--- src/rtl/dec_4_16_seq_if.sv ---
// Handshake and output bundle for the registered 4-to-16 decoder.
// The requester drives the code and control lines; the decoder drives the one-hot word and status.
interface dec_4_16_seq_if;
   logic        in_valid;
   logic        in_ready;
   logic [3:0]  A;
   logic        sweep;
   logic [15:0] Y;
   logic        y_valid;
   logic        busy;
   logic        done;

   modport master (
      output in_valid, A, sweep,
      input  in_ready, Y, y_valid, busy, done
   );

   modport slave (
      input  in_valid, A, sweep,
      output in_ready, Y, y_valid, busy, done
   );
endinterface

--- src/rtl/dec_4_16_seq.sv ---
// Registered 4-to-16 one-hot decoder with a HOLD-cycle output window and an automatic 0..15 sweep.
// ACTIVE_LOW inverts the whole Y bus, idle level included.
module dec_4_16_seq #(
   parameter int unsigned HOLD       = 4,
   parameter bit          ACTIVE_LOW = 1'b0
) (
   input  logic            clk,
   input  logic            rst,
   dec_4_16_seq_if.slave   bus
);

   typedef enum logic [1:0] {
      S_IDLE  = 2'd0,
      S_HOLD  = 2'd1,
      S_SWEEP = 2'd2
   } state_t;

   localparam logic [7:0]  CNT_LOAD = 8'(HOLD - 1);
   localparam logic [15:0] Y_IDLE   = ACTIVE_LOW ? 16'hFFFF : 16'h0000;

   function automatic logic [15:0] line_word(input logic [3:0] k);
      logic [15:0] oh_s;
      oh_s = 16'h0001 << k;
      return ACTIVE_LOW ? ~oh_s : oh_s;
   endfunction

   state_t      state_r;
   logic [7:0]  cnt_r;
   logic [3:0]  idx_r;
   logic [15:0] y_r;
   logic        y_valid_r;
   logic        busy_r;
   logic        done_r;

   // Decoder sequencer: accept/sweep in IDLE, count out the hold window, pulse done on return.
   always_ff @(posedge clk or posedge rst) begin
      if (rst) begin
         state_r   <= S_IDLE;
         cnt_r     <= 8'd0;
         idx_r     <= 4'd0;
         y_r       <= Y_IDLE;
         y_valid_r <= 1'b0;
         busy_r    <= 1'b0;
         done_r    <= 1'b0;
      end else begin
         done_r <= 1'b0;
         case (state_r)
            S_IDLE: begin
               // sweep wins over a simultaneous in_valid, which must be held for a retry
               if (bus.sweep) begin
                  state_r   <= S_SWEEP;
                  idx_r     <= 4'd0;
                  y_r       <= line_word(4'd0);
                  y_valid_r <= 1'b1;
                  busy_r    <= 1'b1;
                  cnt_r     <= CNT_LOAD;
               end else if (bus.in_valid) begin
                  state_r   <= S_HOLD;
                  idx_r     <= bus.A;
                  y_r       <= line_word(bus.A);
                  y_valid_r <= 1'b1;
                  busy_r    <= 1'b1;
                  cnt_r     <= CNT_LOAD;
               end else begin
                  state_r <= S_IDLE;
               end
            end
            S_HOLD: begin
               if (cnt_r != 8'd0) begin
                  cnt_r <= cnt_r - 8'd1;
               end else begin
                  state_r   <= S_IDLE;
                  y_r       <= Y_IDLE;
                  y_valid_r <= 1'b0;
                  busy_r    <= 1'b0;
                  done_r    <= 1'b1;
               end
            end
            S_SWEEP: begin
               if (cnt_r != 8'd0) begin
                  cnt_r <= cnt_r - 8'd1;
               end else if (idx_r != 4'd15) begin
                  idx_r <= idx_r + 4'd1;
                  y_r   <= line_word(idx_r + 4'd1);
                  cnt_r <= CNT_LOAD;
               end else begin
                  state_r   <= S_IDLE;
                  y_r       <= Y_IDLE;
                  y_valid_r <= 1'b0;
                  busy_r    <= 1'b0;
                  done_r    <= 1'b1;
               end
            end
            default: begin
               state_r   <= S_IDLE;
               cnt_r     <= 8'd0;
               idx_r     <= 4'd0;
               y_r       <= Y_IDLE;
               y_valid_r <= 1'b0;
               busy_r    <= 1'b0;
            end
         endcase
      end
   end

   assign bus.in_ready = (state_r == S_IDLE);
   assign bus.Y        = y_r;
   assign bus.y_valid  = y_valid_r;
   assign bus.busy     = busy_r;
   assign bus.done     = done_r;

endmodule

--- src/flat_wrapper.sv ---
// flat-port wrapper written by rule: the top's interface ports become plain ports
module dec_4_16_seq_flat 
#(
   parameter int unsigned HOLD       = 4,
   parameter bit          ACTIVE_LOW = 1'b0
)
  (clk, rst, bus_in_valid, bus_A, bus_sweep, bus_in_ready, bus_Y, bus_y_valid, bus_busy, bus_done);
  dec_4_16_seq_if bus_i ();
  input  logic clk;
  input  logic rst;
  input wire logic [$bits(bus_i.in_valid)-1:0] bus_in_valid;
  input wire logic [$bits(bus_i.A)-1:0] bus_A;
  input wire logic [$bits(bus_i.sweep)-1:0] bus_sweep;
  output wire logic [$bits(bus_i.in_ready)-1:0] bus_in_ready;
  output wire logic [$bits(bus_i.Y)-1:0] bus_Y;
  output wire logic [$bits(bus_i.y_valid)-1:0] bus_y_valid;
  output wire logic [$bits(bus_i.busy)-1:0] bus_busy;
  output wire logic [$bits(bus_i.done)-1:0] bus_done;
  assign bus_i.in_valid = bus_in_valid;
  assign bus_i.A = bus_A;
  assign bus_i.sweep = bus_sweep;
  assign bus_in_ready = bus_i.in_ready;
  assign bus_Y = bus_i.Y;
  assign bus_y_valid = bus_i.y_valid;
  assign bus_busy = bus_i.busy;
  assign bus_done = bus_i.done;
  dec_4_16_seq #(.HOLD(HOLD), .ACTIVE_LOW(ACTIVE_LOW)) u_core (.clk(clk), .rst(rst), .bus(bus_i));
endmodule
--- config.mk ---
export PLATFORM = sky130hd
export DESIGN_NAME = dec_4_16_seq_flat
export DESIGN_NICKNAME = d
export VERILOG_FILES = /design/src/rtl/dec_4_16_seq_if.sv /design/src/rtl/dec_4_16_seq.sv /design/src/flat_wrapper.sv
export SDC_FILE = /design/constraint.sdc
export NUM_CORES = 1
export LEC_CHECK = 0
export CORE_MARGIN = 2
export CORE_UTILIZATION = 54
export DETAILED_ROUTE_END_ITERATION = 7
export PLACE_DENSITY = 0.79
export SYNTH_ARGS = -nofsm -noshare
export SYNTH_HDL_FRONTEND = slang
export SYNTH_SLANG_ARGS = --single-unit
--- constraint.sdc ---
create_clock -name clk -period 2.8 [get_ports clk]
set_input_delay 0.56 -clock clk [delete_from_list [all_inputs] [get_ports clk]]
set_output_delay 0.56 -clock clk [all_outputs]
set_load 0.02 [all_outputs]
* Word-level counts from Yosys, hierarchy flattened *
Index checks and enable logic that the tools add are counted.

storage, ports and cells
  bits of input ports = 8
  output and inout bits = 20
  memory bits (writable) = 0
  logic and storage cells = 61
  flip-flop bits (word level) = 32
  memories = 0
  memory bits (read-only) = 0
  latch bits = 0

operators by class
  shift-type cells = 2
  divide/modulo/power cells = 0
  equality and inequality tests = 10
  order comparisons = 0
  reductions and logical operators = 7
  bitwise operators = 1
  multipliers = 0
  muxes and demuxes = 33
  add/sub/neg operators = 2

operator list
  cell                                                  number
  two-way mux 16 bit                                    5
  one-hot mux 16 bit (3 select lines)                   1
  two-way mux 8 bit                                     5
  left shift 1 x 4 -> 16 bit (first input constant)     2
  one-hot mux 8 bit (3 select lines)                    1
  two-way mux 4 bit                                     4
  one-hot mux 4 bit (3 select lines)                    1
  two-way mux 1 bit                                     9
  AND reduction 3 bit                                   3
  two-way mux 2 bit                                     4
  AND reduction 4 bit                                   2
  nonzero test 8 bit                                    1
  subtractor 8 x 1 -> 8 bit (second input constant)     1
  != test 2 bit (second input constant)                 3
  one-hot mux 2 bit (3 select lines)                    1
  adder 4 x 1 -> 4 bit (second input constant)          1
  != test 2 x 1 -> 1 bit (second input constant)        2
  != test 4 bit (second input constant)                 1
  != test 3 x 1 -> 1 bit (second input constant)        1
  != test 3 bit (second input constant)                 1
  one-hot mux 1 bit (3 select lines)                    1
  equality test 2 x 1 -> 1 bit (second input constant)  1
  equality test 2 bit (second input constant)           1
  zero test 2 bit                                       1
  2 further kinds                                       2

* Longest topological paths before layout *
Gate-level depths: netlist of run 1.

  word-level depth = 5
  gate-level depth with buffers = 9
  gate-level depth less buffers = 7

* Worst setup path after synthesis of run 1 *
Ideal clock, no wire load.

  kind = register -> register
  start point = reg u_core.state_r[0]
  end point = reg u_core.y_r[13], in the netlist u_core.bus.Y[13]
  period minus slack after synthesis = 2.075 ns
  stages on the path, launching flop included = 8
  path slack = 0.725 ns
  library setup time = 0.083 ns
  arrival = 1.992 ns
  buffers on the path = 1
  cells stage by stage = dfrtp_1 -> inv_1 -> ha_1 -> or3b_2 -> o21ai_1 -> clkbuf_1 -> nand2_1 -> o21ai_0

on the way
  cells in the longest elaborated chain, start to end = 3
  elaborated cells on any way between the ends = 8

ends and longest elaborated chain
  what                           line                RTL
  from (decl)                    dec_4_16_seq.sv:27  state_t state_r;
  from (signal assigned)         dec_4_16_seq.sv:38  state_r <= S_IDLE;
  from (signal assigned)         dec_4_16_seq.sv:51  state_r <= S_SWEEP;
  from (signal assigned)         dec_4_16_seq.sv:58  state_r <= S_HOLD;
  zero test 2 bit *              n/a
  net bus_in_ready               flat_wrapper.sv:14  output wire logic [$bits(bus_i.in_ready)-1:0] bus_in_ready;
  != test 3 bit (no line)        n/a
  AND reduction 3 bit (no line)  n/a
  to (signal assigned)           dec_4_16_seq.sv:53  y_r <= line_word(4'd0);
  to (signal assigned)           dec_4_16_seq.sv:60  y_r <= line_word(bus.A);
  to (signal assigned)           dec_4_16_seq.sv:84  y_r <= line_word(idx_r + 4'd1);
  to (decl)                      dec_4_16_seq.sv:30  logic [15:0] y_r;

The timed path passes the listed nets; every way through them passes the cells marked *.
A chain may end at the register's enable or synchronous reset.

* Final worst setup path of run 1 *
  start point = reg u_core.state_r[0]
  end point = out bus_in_ready

on the way
  cells in the longest elaborated chain, start to end = 1

ends and longest elaborated chain
  what             line                 RTL
  zero test 2 bit  dec_4_16_seq.sv:106  assign bus.in_ready = (state_r == S_IDLE);
  to (decl)        flat_wrapper.sv:14

No other way between the ends.

==> out/results.tsv, run 1 <==
metric	value	unit
power_frac_seq	0.522	
clkLatencyLatePin	350	ps
drive_gt1_frac	0.1098	
synth_edf_count	0	
r2r.worst_path.cells	7	
relSlewSlack	0.6823	
start_util	0.5788	
grt-ovfl-total	0	
drt_first_pass_iters	4	
tns	0	ps
grt_pass1_vias	1560	
placeableCoreArea	3416	um^2
cts.sinks	32	
arrival	1830	ps
p_switching	208.4	uW
post-cts-setup-buffers	0	
fp.dieH	64.51	um
wl	4347	um
nFillCells	277	
ys_ff_latch	32	
crit_path_end	bus_in_ready	
clk_pin_slew	100	ps
drt_iter0_markers	134	
cp_max_fo	9	
design_area	2367	um^2
ir_worst_vdd	0.3517	mV
finalWorstPathRequiredPeriod	2387	ps
io_buffers	27	
crit_required	2240	ps
power.static_leakage	0.001005	uW
root_buffer	clkbuf_4	
r2r-end	u_core.idx_r[0]	
status	finished, final reports clean	
synth_warnings	0	
crit_type	reg -> out	
p_clk_frac	0.395	
yosysSeqAreaShare	0.4051	
dieArea	4161	um^2
period_share	0.8524	
synth_top_area_frac	0.4051	
finalSetupViolations	0	
cell_internal_pwr	679.6	uW
maxCapViolCount	0	
combPwrFrac	0.083	
endpoint_kind	output port	
startpoint	u_core.state_r[0]	
r2r_setup_slack	530	ps
ctsResizeCount	0	
finalHoldViolations	0	
synth_cell_types	50	
grt_pass1_wl	7500	um
syn-num-nets	233	
ioPinCount	28	
synth_cells	215	
antenna_found_initial	0	
cts_buffers	5	
hpwl	3236	um
via_per_inst	5.853	
hold_class	reg -> reg	
grt_max_degree	33	
worst_pin_slew	476.5	ps
p_sw_frac	0.2346	
rsz0062_at_grt	false	
synth_area	1977	um^2
power_density	375.1	nW/um^2
cts_tree	built	
nNetsFinal	263	
hold_buffers	0	
max_freq	419.0	MHz
maxSlewViolCount	0	
r2r-start	u_core.cnt_r[0]	
antenna_cells	0	
netlist_top_cells_area	dfrtp_1, o21ai_0, ha_1	
fp-row-count	21	
drc	0	
async_flop_share	1.000	
die_w	64.51	um
wire_per_inst	14.89	um
placement.cell_area	2291	um^2
syn_area_per_cell	9.195	um^2
synth_largest_area_cell	dfrtp_1	
htreeDepth	2	
areaGrowthSynthToFinish	19.75	%
routabilityCongestion	0.8486	
clk_path_buf_depth	2	
grtUsageTotal	0.2358	
skew	11.89	ps
vias	1709	
route.antenna.remaining_nets	0	
synth_ff_type	dfrtp_1	
worstSetupStartpointType	flip-flop	
## area by class of cell
cell class,instances,area (um^2),share of cell area
Multi-Input combinational cell,165,1091,0.4609
Sequential cell,32,800.8,0.3383
Timing Repair Buffer,32,307.8,0.1300
Tap cell,46,57.56,0.02431
Clock buffer,6,41.29,0.01744
Clock inverter,2,35.03,0.01480
Inverter,9,33.78,0.01427
## cell families after synthesis
kind of cell | Yosys count | synth area share
muxes | 4 | 0.02215
AOI/OAI and AO/OA | 71 | 0.2538
DFF | 32 | 0.4051
and+or+nand+nor | 80 | 0.2108
adders and majority gates | 10 | 0.06329
buffers and inverters | 18 | 0.04493
## Yosys cell counts (all sizes together) (2+ instances only)
cell type	count
nor3b	3
nor3	2
nor2	17
nand4	3
buf	5
ha	10
nor2b	3
a221oi	2
a41oi	2
a21oi	5
or2	2
nand2	31
and2	2
a21o	4
o32a	3
a31oi	4
nand3b	2
mux2	3
nand2b	3
o211ai	2
nor4	3
clkbuf	4
a22oi	2
a2111oi	2
o22a	8
dfrtp	32
nand3	3
o21ai	30
inv	9
## worst max-delay path, stage by stage, from the launching register on
cell and delay [ps]:
dfrtp_1 420, inv_1 90, ha_1 310, clkdlybuf4s50_1 660
## power groups by stage
stage	logic [uW]	registers [uW]	clock network (uW)
after global placement	72.0	472	0
after floorplan	45.3	472	0
final	73.9	463	351
after CTS	74.0	463	356
after detailed placement	73.7	472	0
after global routing	83.2	463	382
## through the flow
step	total power, uW	hold slack (ps)	setup slack [ps]	cells	util
after floorplan	517.7	463.5	725.2	215	-
after global placement	544.3	462.9	562.7	284	0.6707
after detailed placement	546.0	469.1	496.1	284	0.6707
after CTS	893.6	491.5	407.8	292	0.6930
after global routing	929.2	524.5	300.5	292	0.6930
final	888.0	487.6	413.3	292	0.6930
## layout by cell type (no fill, tap or decap), types with 3 or more instances in the layout
cell,instances
buf_4,5
nor3b_1,3
nand4_1,3
ha_1,10
nand3_1,3
o32a_1,3
mux2_2,3
dfrtp_1,32
a31oi_1,4
nand2b_1,3
o21ai_0,28
inv_1,9
a21oi_1,4
nand2_1,31
clkdlybuf4s50_1,27
nor4_1,3
nor2b_1,3
clkbuf_4,5
a21o_1,4
o22a_1,8
nor2_1,16
## flip-flops by register name (all words and copies together), names as in the netlist
register / count
u_core.bus.done: 1
u_core.bus.Y: 16
u_core.cnt_r: 8
u_core.bus.y_valid: 1
u_core.idx_r: 4
u_core.state_r: 2
## metal layers
layer | vias to the layer above | global-route usage | wire, um
met5 | - | 0 | 0
li1 | 854 | - | -
met3 | 9 | 0.04688 | 176
met2 | 40 | 0.3411 | 1934
met1 | 806 | 0.3390 | 2136
met4 | 0 | 0.1117 | 99
## worst min path at each step
stage	from	endpoint	cells after the start
2_1_floorplan	u_core.cnt_r[6]	u_core.cnt_r[6]	1
3_3_place_gp	u_core.bus.Y[3]	u_core.bus.Y[3]	2
3_5_place_dp	u_core.bus.Y[10]	u_core.bus.Y[10]	2
4_1_cts	u_core.bus.Y[10]	u_core.bus.Y[10]	2
5_1_grt	u_core.bus.Y[6]	u_core.bus.Y[6]	2
6_report	u_core.bus.Y[10]	u_core.bus.Y[10]	2
No activity file was read; power rests on OpenSTA's default activity.
==> run 2, diff against run 1 <==
Settings changed: CORE_UTILIZATION 54 to 56, CTS_BUF_LIST set to sky130_fd_sc_hd__clkbuf_4 sky130_fd_sc_hd__clkbuf_8, PLACE_DENSITY 0.79 to 0.82.
==> out/results.tsv, run 2 (synthesized netlist as in run 1, its figures left out) <==
metric	value	unit	change
finalHoldViolations	0		unchanged
period_share	0.8610		+0.008546
max_freq	414.8	MHz	-0.99%
relSlewSlack	0.6827		about the same
use_met3	0.06250		+0.01563
maxCapViolCount	0		unchanged
ioPinCount	28		unchanged
final_cell_mix	dfrtp_1, nand2_1, o21ai_0		
grtUsageMet2	0.3934		+0.05228
finalSetupViolations	0		unchanged
ir_worst_vdd	0.2617	mV	-26%
fp-row-count	21		unchanged
grt_pass1_vias	1679		+7.6%
tns	0	ps	unchanged
setup_ws	389.3	ps	-23.93 ps
maxSlewViolCount	0		unchanged
drt_iter0_markers	119		-11%
arrival	1850	ps	+20 ps
ctsResizeCount	0		unchanged
drive_gt1_frac	0.1138		+0.004065
drt_first_pass_iters	4		unchanged
place_worst_setup_slack	488.3	ps	-7.784 ps
cts_buffers	5		unchanged
fp.dieH	63.42	um	-1.7%
routabilityCongestion	0.8596		+1.3%
hpwl	3277	um	+1.3%
skew	3.074	ps	-8.818 ps
cp_max_fo	9		unchanged
route.antenna.remaining_nets	0		unchanged
post-cts-setup-buffers	0		unchanged
power.static_leakage	0.001004	uW	-0.10%
worst_pin_slew	463.9	ps	-12.61 ps
drc	0		unchanged
io_buffers	27		unchanged
cts_tree	built		
rsz0062_at_grt	false		
grt_max_degree	33		unchanged
placeableCoreArea	3363	um^2	-1.5%
clk_pin_slew	100	ps	about the same
wl	4334	um	-0.30%
finish.utilization	0.7050		+0.01194
nNetsFinal	263		unchanged
clk_path_buf_depth	2		unchanged
grt-ovfl-total	0		unchanged
grtUsageTotal	0.2585		+0.02266
clkLatencyLatePin	350	ps	about the same
dieArea	4021	um^2	-3.4%
antenna_cells	0		unchanged
die_w	63.42	um	-1.7%
largest_register_ffs	16		unchanged
grt_pass1_wl	8093	um	+7.9%
vias	1708		-0.059%
crit_required	2240	ps	about the same
grt_util_met1	0.3557		+0.01677
areaGrowthSynthToFinish	19.94	%	
htreeDepth	2		unchanged
start_util	0.5878		+0.009043
p_total	892.4	uW	+0.50%
worstSetupStartpointType	flip-flop		
nFillCells	287		+3.6%
wire_per_inst	14.84	um	-0.30%
power_density	376.4	nW/um^2	+0.34%
hold_buffers	0		unchanged
finalWorstPathRequiredPeriod	2411	ps	+23.93 ps
crit_type	reg -> out		
hold_class	reg -> reg		
layout_commonest_cell	dfrtp_1		
status	finished, final reports clean		
antenna_found_initial	0		unchanged
cts.sinks	32		unchanged
endpoint_kind	output port		
grt.busiest_layer	met2		
via_per_inst	5.849		about the same
root_buffer	clkbuf_4		
## run 2: final timing paths
path,startpoint,end,slack (ps),cells after the start
worst min register to register,u_core.bus.Y[11],u_core.bus.Y[11],490,2
worst max-delay path,u_core.state_r[1],bus_in_ready,390,3
worst min-delay path,u_core.bus.Y[11],u_core.bus.Y[11],490,2
min in group asynchronous,rst,u_core.bus.Y[11],590,3
worst max register to register,u_core.cnt_r[0],u_core.idx_r[1],500,7
max in group asynchronous,rst,u_core.idx_r[2],1920,3
## run 2: cell type report
type / count / area [um^2] / area share
Multi-Input combinational cell: 165 / 1091 / 0.4602
Sequential cell: 32 / 800.8 / 0.3377
Timing Repair Buffer: 32 / 307.8 / 0.1298
Tap cell: 46 / 57.56 / 0.02427
Clock inverter: 3 / 42.54 / 0.01794
Clock buffer: 5 / 37.54 / 0.01583
Inverter: 9 / 33.78 / 0.01425
## run 2: metal layers
| layer | part of all wire | wire length (um) |
|---|---|---|
| met5 | 0 | 0 |
| met1 | 0.48 | 2086 |
| met2 | 0.46 | 2001 |
| met4 | 0.015 | 64 |
| met3 | 0.042 | 182 |
## run 2: per-stage QoR
stage          std cells  hold WS (ps)  area (um^2)
2_1_floorplan        215         463.5         1977
3_3_place_gp         284         462.4         2291
3_5_place_dp         284         470.2         2291
4_1_cts              292         493.7         2371
5_1_grt              292         543.7         2371
6_report             292         488.4         2371
## run 2: critical path, cell delays in order (launching register included)
cell	delay [ps]
dfrtp_1	430
inv_1	100
ha_1	310
clkdlybuf4s50_1	660
## run 2: where the power goes
part | switching, uW | leakage (uW) | total [uW] | internal [uW]
clock | 170 | 0.0000412 | 355 | 186
sequential | 0 | 0.000425 | 463 | 463
combinational | 44.3 | 0.000538 | 73.6 | 29.4
==> run 3, diff against run 2 <==
Settings changed: ABC_CLOCK_PERIOD_IN_PS set to 2800, CAP_MARGIN set to 40.
==> results of run 3 <==
Final layout, timing and power as in run 2 (identical DEF).
